## src/rtl/cpu_sequencer_pkg.sv

```systemverilog
// cpu_sequencer_pkg: trit codes, FSM state encodings and trit helpers for the ternary core sequencer
package cpu_sequencer_pkg;
  localparam logic [1:0] T_0 = 2'b00;
  localparam logic [1:0] T_P = 2'b01;
  localparam logic [1:0] T_N = 2'b10;
  localparam logic [3:0] S_IDLE   = 4'd0;
  localparam logic [3:0] S_FETCH  = 4'd1;
  localparam logic [3:0] S_DECODE = 4'd2;
  localparam logic [3:0] S_EXEC   = 4'd3;
  localparam logic [3:0] S_MEM    = 4'd4;
  localparam logic [3:0] S_WB     = 4'd5;
  localparam logic [3:0] S_NEXT   = 4'd6;
  localparam logic [3:0] S_HALT   = 4'd7;
  localparam logic [3:0] S_FAULT  = 4'd8;
  // The unused code 2'b11 decodes as zero.
  function automatic logic signed [3:0] trit_val(input logic [1:0] t);
    return t == T_P ? 4'sd1 : t == T_N ? -4'sd1 : 4'sd0;
  endfunction
  function automatic logic [1:0] trit_enc(input logic signed [3:0] v);
    return v > 4'sd0 ? T_P : v < 4'sd0 ? T_N : T_0;
  endfunction
endpackage

```

## src/rtl/cpu_sequencer_trit_adder.sv

```systemverilog
// trit_adder: N-trit balanced-ternary ripple adder, carry out discarded (wraps modulo 3^N)
//   a_i, b_i : 2N-bit trit-encoded operands
//   sum_o    : 2N-bit trit-encoded sum
module trit_adder import cpu_sequencer_pkg::*; #(
  parameter int N = 9
) (
  input  logic [2*N-1:0] a_i,
  input  logic [2*N-1:0] b_i,
  output logic [2*N-1:0] sum_o
);
  logic signed [3:0] c [N];
  assign c[0] = 4'sd0;
  for (genvar i = 0; i < N; i++) begin : g_trit
    logic signed [3:0] s;
    assign s = trit_val(a_i[2*i+:2]) + trit_val(b_i[2*i+:2]) + c[i];
    assign sum_o[2*i+:2] = trit_enc(s > 4'sd1 ? s - 4'sd3 : s < -4'sd1 ? s + 4'sd3 : s);
    if (i < N - 1) begin : g_carry
      assign c[i+1] = s > 4'sd1 ? 4'sd1 : s < -4'sd1 ? -4'sd1 : 4'sd0;
    end
  end
endmodule

```

## src/rtl/cpu_sequencer.sv

```systemverilog
// cpu_sequencer: multi-cycle FSM, ternary PC and instruction register with memory handshake and timeout
//   clock/reset            : clock, synchronous active-high reset
//   execute/step_mode      : start on rising edge; step_mode stops after each instruction
//   op_*                   : decoder flags for the latched ir
//   branch_taken/offset    : relative branch applied in NEXT
//   data_addr              : load/store address
//   mem_ready/read_data    : memory completion and read data
//   mem_address/req/we     : memory request bus
//   ir, pc, state          : architectural and debug state
//   do_*                   : one-cycle datapath strobes
//   halted, fault          : sticky status
module cpu_sequencer import cpu_sequencer_pkg::*; #(
  parameter int WORD_SIZE     = 9,
  parameter int MEM_ADDR_SIZE = 9,
  parameter int WAIT_LIMIT    = 16
) (
  input  logic                       clock,
  input  logic                       reset,
  input  logic                       execute,
  input  logic                       step_mode,
  input  logic                       op_alu,
  input  logic                       op_load,
  input  logic                       op_store,
  input  logic                       op_halt,
  input  logic                       op_wb,
  input  logic                       branch_taken,
  input  logic [2*MEM_ADDR_SIZE-1:0] branch_offset,
  input  logic [2*MEM_ADDR_SIZE-1:0] data_addr,
  input  logic                       mem_ready,
  input  logic [2*WORD_SIZE-1:0]     mem_read_data,
  output logic [2*MEM_ADDR_SIZE-1:0] mem_address,
  output logic                       mem_req,
  output logic                       mem_we,
  output logic [2*WORD_SIZE-1:0]     ir,
  output logic [2*MEM_ADDR_SIZE-1:0] pc,
  output logic                       do_reg_load,
  output logic                       do_alu,
  output logic                       do_reg_store,
  output logic                       do_next,
  output logic                       halted,
  output logic                       fault,
  output logic [3:0]                 state
);
  localparam int AW = 2 * MEM_ADDR_SIZE;
  localparam int CW = $clog2(WAIT_LIMIT + 2);
  localparam logic [CW-1:0] WAIT_LAST = CW'(WAIT_LIMIT > 0 ? WAIT_LIMIT - 1 : 0);
  localparam logic [AW-1:0] PC_ONE = AW'(T_P);
  logic [3:0] state_q, state_d;
  logic [AW-1:0] pc_q, pc_d, pc_sum;
  logic [2*WORD_SIZE-1:0] ir_q, ir_d;
  logic [CW-1:0] wait_q, wait_d;
  logic exec_q, exec_rise, timeout;
  trit_adder #(.N(MEM_ADDR_SIZE)) u_pc_add (
    .a_i  (pc_q),
    .b_i  (branch_taken ? branch_offset : PC_ONE),
    .sum_o(pc_sum)
  );
  assign exec_rise    = execute && !exec_q;
  assign mem_req      = state_q == S_FETCH || state_q == S_MEM;
  assign mem_we       = state_q == S_MEM && op_store;
  assign mem_address  = state_q == S_MEM ? data_addr : pc_q;
  assign do_reg_load  = state_q == S_DECODE;
  assign do_alu       = state_q == S_EXEC;
  assign do_reg_store = state_q == S_WB;
  assign do_next      = state_q == S_NEXT;
  assign halted       = state_q == S_HALT;
  assign fault        = state_q == S_FAULT;
  assign state        = state_q;
  assign pc           = pc_q;
  assign ir           = ir_q;
  // A ready on the limit cycle is checked first, so it wins over the timeout.
  assign timeout = (WAIT_LIMIT > 0) && wait_q == WAIT_LAST;
  // Only FETCH and MEM request, and they are never adjacent, so leaving them clears the counter.
  assign wait_d  = mem_req && !mem_ready ? wait_q + 1'b1 : '0;
  assign pc_d    = state_q == S_NEXT ? pc_sum : pc_q;
  assign ir_d    = state_q == S_FETCH && mem_ready ? mem_read_data : ir_q;
  always_comb begin
    state_d = state_q;
    case (state_q)
      S_IDLE:   state_d = exec_rise ? S_FETCH : S_IDLE;
      S_FETCH:  state_d = mem_ready ? S_DECODE : timeout ? S_FAULT : S_FETCH;
      S_DECODE: state_d = op_halt ? S_HALT : op_alu ? S_EXEC : (op_load || op_store) ? S_MEM :
                          op_wb ? S_WB : S_NEXT;
      S_EXEC:   state_d = S_WB;
      S_MEM:    state_d = mem_ready ? (op_store ? S_NEXT : S_WB) : timeout ? S_FAULT : S_MEM;
      S_WB:     state_d = S_NEXT;
      S_NEXT:   state_d = step_mode ? S_IDLE : S_FETCH;
      S_HALT:   state_d = S_HALT;
      S_FAULT:  state_d = S_FAULT;
      default:  state_d = S_IDLE;
    endcase
  end
  always_ff @(posedge clock) begin
    exec_q <= execute;
    if (reset) begin
      state_q <= S_IDLE;
      pc_q    <= '0;
      ir_q    <= '0;
      wait_q  <= '0;
    end else begin
      state_q <= state_d;
      pc_q    <= pc_d;
      ir_q    <= ir_d;
      wait_q  <= wait_d;
    end
  end
endmodule

```

## config.mk

```make
export PLATFORM = sky130hd
export DESIGN_NAME = cpu_sequencer
export DESIGN_NICKNAME = d
export VERILOG_FILES = /design/src/rtl/cpu_sequencer_pkg.sv /design/src/rtl/cpu_sequencer_trit_adder.sv /design/src/rtl/cpu_sequencer.sv
export SDC_FILE = /design/constraint.sdc
export NUM_CORES = 1
export LEC_CHECK = 0
export ABC_AREA = 1
export ABC_CLOCK_PERIOD_IN_PS = 24000
export CORE_UTILIZATION = 40
export CTS_CLUSTER_DIAMETER = 50
export CTS_CLUSTER_SIZE = 25
export DETAILED_ROUTE_END_ITERATION = 8
export PLACE_DENSITY = 0.64
export SYNTH_ARGS = -nofsm -noshare
export SYNTH_HDL_FRONTEND = slang
export SYNTH_SLANG_ARGS = --single-unit
export TNS_END_PERCENT = 50
```

## constraint.sdc

```tcl
create_clock -name clock -period 24 [get_ports clock]
set_clock_uncertainty 0.1 [all_clocks]
set_input_delay 3.6 -clock clock [delete_from_list [all_inputs] [get_ports clock]]
set_output_delay 3.6 -clock clock [all_outputs]
set_load 0.02 [all_outputs]
```

==> results.toml, run 1 <==
[run_status]
status = "finished clean"

[global_routing]
grt_pass1_wl_mm = 22.00
grt_antenna_before_repair = 0
grt_max_degree = 38
grt_overflow_total = 0
first_global_vias = 4800
grt.total_usage_pct = 20.87

[finish]
layout_common_cells = "192 x nand2_1, 136 x inv_1, 130 x clkdlybuf4s50_1"
insertedDiodeCount = 0
regArea_um2 = 920.9
nets = 1005
final_common_cell = "nand2_1"
instances_no_fill = 1020
areaGrowthSynthToFinish_pct = 31.83
drive_gt1_share_pct = 4.930
num-fill-cells = 1131
multi_input_area_um2 = 3432

[timing]
hold_violations = 0
rsz0062_at_grt = "false"
setup_violations = 0
holdWs_ns = 0.3568
fin_crit_sh_pct = 82.32
tightest_slew_ns = 1.003
setup-tns-final_ns = 0
slew_headroom_pct = 32.94
min_period_ns = 19.76
fmax_mhz = 50.62
slew_violations = 0

[drt]
routed_wl_mm = 13.03
dr.pass1.iters = 5
route.vias.total = 4864
ant_nets = 0
avgRoutedWirePerCell_um = 12.77
drc = 0
via_per_inst = 4.769
drt_iter0_markers = 193

[cts]
cts-root-buf = "clkbuf_16"
clock_sinks = 46
clk_latency_ns = 0.30
cts_tree = "built"
post_cts_buffers = 0
numCtsBuffers = 5
hold_buffers = 0
clk_pin_slew_ns = 0.07
h-tree-depth = 2
cts_resized = 0
cts.path.max_buffers = 2

[critical_path]
crit_slowest_cell = "clkdlybuf4s50_1"
crit_type = "input pin to flop"
cp_data_required_time_ns = 24.15
crit_fanout = 18
slowest_delay_ns = 0.93
critPathCaptureType = "flop"
arrival_ns = 19.90
cp-start-kind = "input pin"
critical_path_buf_inv_count = 12
critPathTopFamily = "adder cells"
cpMostUsedCell = "fa_1"
ff2ff_setup_slack_ns = 8.17

[synth]
ys_ff_latch = 46
netlist_area_um2 = 4976
ys_types = 35
ys.warnings.count = 0
syn-num-nets = 882
syn_area_per_cell_um2 = 6.835
netlist_instances = 728
yosysSeqAreaShare_pct = 18.51

[floorplanning]
row_count = 40
fp.coreArea_um2 = 12060
initial_core_util_pct = 41.26
die_h_um = 113.5
die_x_um = 113.5
io_pins = 131
die_area_um2 = 12890

[placement]
hpwl_mm = 10.35
gp_congestion = 0.8638
dp_cells = 1012
io_buffers = 130

[min_path]
worstHoldPathType = "flop to flop"

[flow_run]
cap_violations = 0
-- metrics by stage --
step / worst slack [ns] / utilization (%) / area, um^2
after floorplan: 5.517 / - / 4976
after CTS: 4.199 / 54.39 / 6560
after global placement: 4.470 / 53.17 / 6414
after global routing: 2.856 / 54.39 / 6560
final: 4.243 / 54.39 / 6560
after detailed placement: 3.909 / 53.17 / 6414
-- layout make-up --
type                            instances  area share [%]
Tap cell                              168           3.204
Clock inverter                          3          0.3242
Multi-Input combinational cell        524           52.32
Timing Repair Buffer                  132           20.06
Clock buffer                            5           1.907
Sequential cell                        46           14.04
Inverter                              142           8.144
-- state kept, by name (all words and copies together) (netlist names) --
| register | cells |
|---|---|
| ir | 18 |
| wait_q | 5 |
| pc | 18 |
| state | 4 |
| exec_q | 1 |
-- final timing paths --
kind / start / end / cells past startpoint
worst min-delay path: wait_q[0]$_SDFF_PP0_ / wait_q[0]$_SDFF_PP0_ / 1
worst max register to register: pc[0]$_SDFFE_PP0P_ / pc[17]$_SDFFE_PP0P_ / 62
worst max-delay path: branch_taken / pc[17]$_SDFFE_PP0P_ / 64
worst min register to register: wait_q[0]$_SDFF_PP0_ / wait_q[0]$_SDFF_PP0_ / 1
-- metal layers --
layer  GRT usage (%)  vias to the layer above  share of wire (%)
met5               0                        -                  0
met4           5.526                        0                1.7
met3           2.391                       17                3.2
met2           38.74                      102                 51
met1           25.39                     2226                 44
li1                -                     2519                  -
-- cells in the mapped netlist --
| library cell | count | area share [%] |
|---|---|---|
| ha_1 | 57 | 14 |
| a21oi_1 | 35 | 3.5 |
| clkbuf_1 | 7 | 0.53 |
| nor3_2 | 3 | 0.60 |
| a31oi_1 | 1 | 0.13 |
| nor2_1 | 42 | 3.2 |
| o21ai_1 | 4 | 0.40 |
| a211oi_1 | 7 | 1.1 |
| nor3_4 | 1 | 0.33 |
| or2_1 | 1 | 0.13 |
| buf_6 | 3 | 0.68 |
| nor3b_1 | 1 | 0.15 |
| o21ai_2 | 1 | 0.18 |
| o21ai_0 | 46 | 4.6 |
| clkinv_2 | 1 | 0.10 |
| or2_2 | 1 | 0.13 |
| o22ai_1 | 1 | 0.13 |
| nor3_1 | 3 | 0.30 |
| nand4_1 | 1 | 0.13 |
| xor2_1 | 5 | 0.88 |
| nand3_1 | 55 | 5.5 |
| dfxtp_1 | 46 | 19 |
| nand3b_1 | 8 | 1.2 |
| buf_1 | 1 | 0.075 |
| nand2_1 | 192 | 14 |
| inv_1 | 136 | 10 |
| buf_2 | 5 | 0.50 |
| nand2_2 | 3 | 0.38 |
| nor3b_2 | 1 | 0.25 |
| a21oi_2 | 2 | 0.35 |
| nor2_2 | 2 | 0.25 |
| nand3_2 | 12 | 2.4 |
| fa_1 | 32 | 13 |
| o211ai_1 | 7 | 1.1 |
| inv_2 | 5 | 0.38 |
-- logic make-up after synthesis --
| logic type | Yosys count | share of synthesized area [%] |
|---|---|---|
| simple gates | 326 | 29.44 |
| buf+inv | 158 | 12.52 |
| compound gates | 104 | 11.44 |
| fa+ha+maj | 89 | 27.21 |
| flops | 46 | 18.51 |
| xor+xnor | 5 | 0.8800 |
Power of run 1 is left out: the tool's default activity adds up to more than one toggle a clock period on the data nets, which glitch-free logic cannot reach.
==> run 2, diff against run 1 <==
--- a/config.mk
+++ b/config.mk
@@ -6,7 +6,7 @@
 export NUM_CORES = 1
 export LEC_CHECK = 0
 export ABC_AREA = 1
-export ABC_CLOCK_PERIOD_IN_PS = 24000
+export ABC_CLOCK_PERIOD_IN_PS = 19800
 export CORE_UTILIZATION = 40
 export CTS_CLUSTER_DIAMETER = 50
 export CTS_CLUSTER_SIZE = 25
==> constraint.sdc (replaced) <==
create_clock -name clock -period 19.8 [get_ports clock]
set_clock_uncertainty 0.1 [all_clocks]
set_input_delay 2.97 -clock clock [delete_from_list [all_inputs] [get_ports clock]]
set_output_delay 2.97 -clock clock [all_outputs]
set_load 0.02 [all_outputs]
==> run 2 against run 1 <==
Wire length is essentially flat. Die area is the same. Non-clock buffer count is the same. Sequential share of layout area shrank 0.072 points. Hold slack lost 0.0048 ns. Design area grew 0.51%. Core utilization grew 0.28 points. Worst setup slack lost 3.2 ns. Via count grew 2.2%. Sequential cell count is the same. Highest routed layer unchanged.
==> results.toml, run 2 (same netlist as run 1, synthesis figures left out) <==
[drt]
avgRoutedWirePerCell_um = 12.78
dr.pass1.iters = 5
drc = 0
ant_nets = 0
route.vias.total = 4973
drt_iter0_markers = 193
routed_wl_mm = 13.04
via_per_inst = 4.875

[critical_path]
reg2regPathDepth = 61
critical_path.endpoint = "pc[17]$_SDFFE_PP0P_"
critical_path_buf_inv_count = 13
critPathCaptureType = "flop"
critPathTopFamily = "adder cells"
crit_start = "branch_taken"
crit_type = "input pin to flop"
crit_slowest_cell = "fa_1"
ff2ff_setup_slack_ns = 3.98
cp_data_required_time_ns = 19.95
timing.rr.start = "pc[0]$_SDFFE_PP0P_"
cp-start-kind = "input pin"
arrival_ns = 18.95
path_depth = 64
slowest_delay_ns = 0.58
crit_fanout = 18
timing.rr.end = "pc[17]$_SDFFE_PP0P_"

[floorplanning]
die_h_um = 113.5
die_area_um2 = 12890
die_x_um = 113.5
fp.coreArea_um2 = 12060
row_count = 40
initial_core_util_pct = 41.26
io_pins = 131

[finish]
nets = 1005
insertedDiodeCount = 0
instances_no_fill = 1020
final_core_util_pct = 54.67
num-fill-cells = 1160
drive_gt1_share_pct = 5.282
final_cell_area_um2 = 6594
areaGrowthSynthToFinish_pct = 32.51
final_common_cell = "nand2_1"
layout_common_cells = "192 x nand2_1, 136 x inv_1, 130 x clkdlybuf4s50_1"

[run_status]
status = "finished clean"

[timing]
fin_crit_sh_pct = 94.95
setup-tns-final_ns = 0
slew_headroom_pct = 30.06
hold_violations = 0
fmax_mhz = 53.19
slew_violations = 0
tightest_slew_ns = 1.046
setup_violations = 0
rsz0062_at_grt = "false"
min_period_ns = 18.80

[global_routing]
first_global_vias = 4786
grt_pass1_wl_mm = 21.63
grt_max_degree = 38
grt.total_usage_pct = 20.70
grt_overflow_total = 0
grt_antenna_before_repair = 0

[cts]
cts.path.max_buffers = 2
clock_sinks = 46
h-tree-depth = 2
cts-root-buf = "clkbuf_16"
clk_latency_ns = 0.29
cts_tree = "built"
cts_resized = 0
clk_pin_slew_ns = 0.07
hold_buffers = 0
numCtsBuffers = 5
post_cts_buffers = 0

[flow_run]
cap_violations = 0

[placement]
io_buffers = 130
hpwl_mm = 10.22
dp_cells = 1012
gp_congestion = 0.9187
placed_area_um2 = 6414

[min_path]
worstHoldPathType = "flop to flop"
==> run 2: cell type report <==
class / count / area, um^2 / area share (%)
Sequential cell: 46 / 920.9 / 13.97
Inverter: 142 / 534.3 / 8.102
Clock inverter: 2 / 37.54 / 0.5693
Timing Repair Buffer: 132 / 1320 / 20.02
Tap cell: 168 / 210.2 / 3.188
Clock buffer: 6 / 128.9 / 1.954
Multi-Input combinational cell: 524 / 3442 / 52.20
==> run 2: worst min-delay path by stage <==
stage	to	from	depth (start not counted)	slack, ns
CTS	wait_q[0]$_SDFF_PP0_	wait_q[0]$_SDFF_PP0_	1	0.36
global route	ir[17]$_SDFFE_PP0P_	ir[17]$_SDFFE_PP0P_	2	0.38
finish	wait_q[0]$_SDFF_PP0_	wait_q[0]$_SDFF_PP0_	1	0.35
global placement	wait_q[0]$_SDFF_PP0_	wait_q[0]$_SDFF_PP0_	1	0.33
floorplan	wait_q[0]$_SDFF_PP0_	wait_q[0]$_SDFF_PP0_	1	0.32
detailed placement	wait_q[0]$_SDFF_PP0_	wait_q[0]$_SDFF_PP0_	1	0.35
==> run 2: per-layer routing <==
layer / vias to the layer above / share of wire, % / GRT usage [%]
met4: 0 / 3.0 / 8.509
li1: 2527 / - / -
met3: 27 / 3.7 / 2.232
met1: 2288 / 44 / 25.82
met5: - / 0 / 0
met2: 131 / 49 / 36.38
==> run 2: stage by stage <==
| stage | setup WS (ns) | hold WS (ns) |
|---|---|---|
| finish | 1.000 | 0.3520 |
| global route | 0.01339 | 0.3784 |
| CTS | 0.8387 | 0.3585 |
| detailed placement | 0.5449 | 0.3484 |
| global placement | 1.185 | 0.3311 |
| floorplan | 1.947 | 0.3175 |
Power of run 2 is left out for the same reason.
==> run 3, diff against run 2 <==
--- a/config.mk
+++ b/config.mk
@@ -11,7 +11,10 @@
 export CTS_CLUSTER_DIAMETER = 50
 export CTS_CLUSTER_SIZE = 25
 export DETAILED_ROUTE_END_ITERATION = 8
+export GPL_ROUTABILITY_DRIVEN = 0
+export HOLD_SLACK_MARGIN = 0.1
 export PLACE_DENSITY = 0.64
+export SLEW_MARGIN = 20
 export SYNTH_ARGS = -nofsm -noshare
 export SYNTH_HDL_FRONTEND = slang
 export SYNTH_SLANG_ARGS = --single-unit
==> results of run 3 <==
Final layout, timing and power as in run 2 (identical DEF).
Power of run 3 is left out for the same reason.
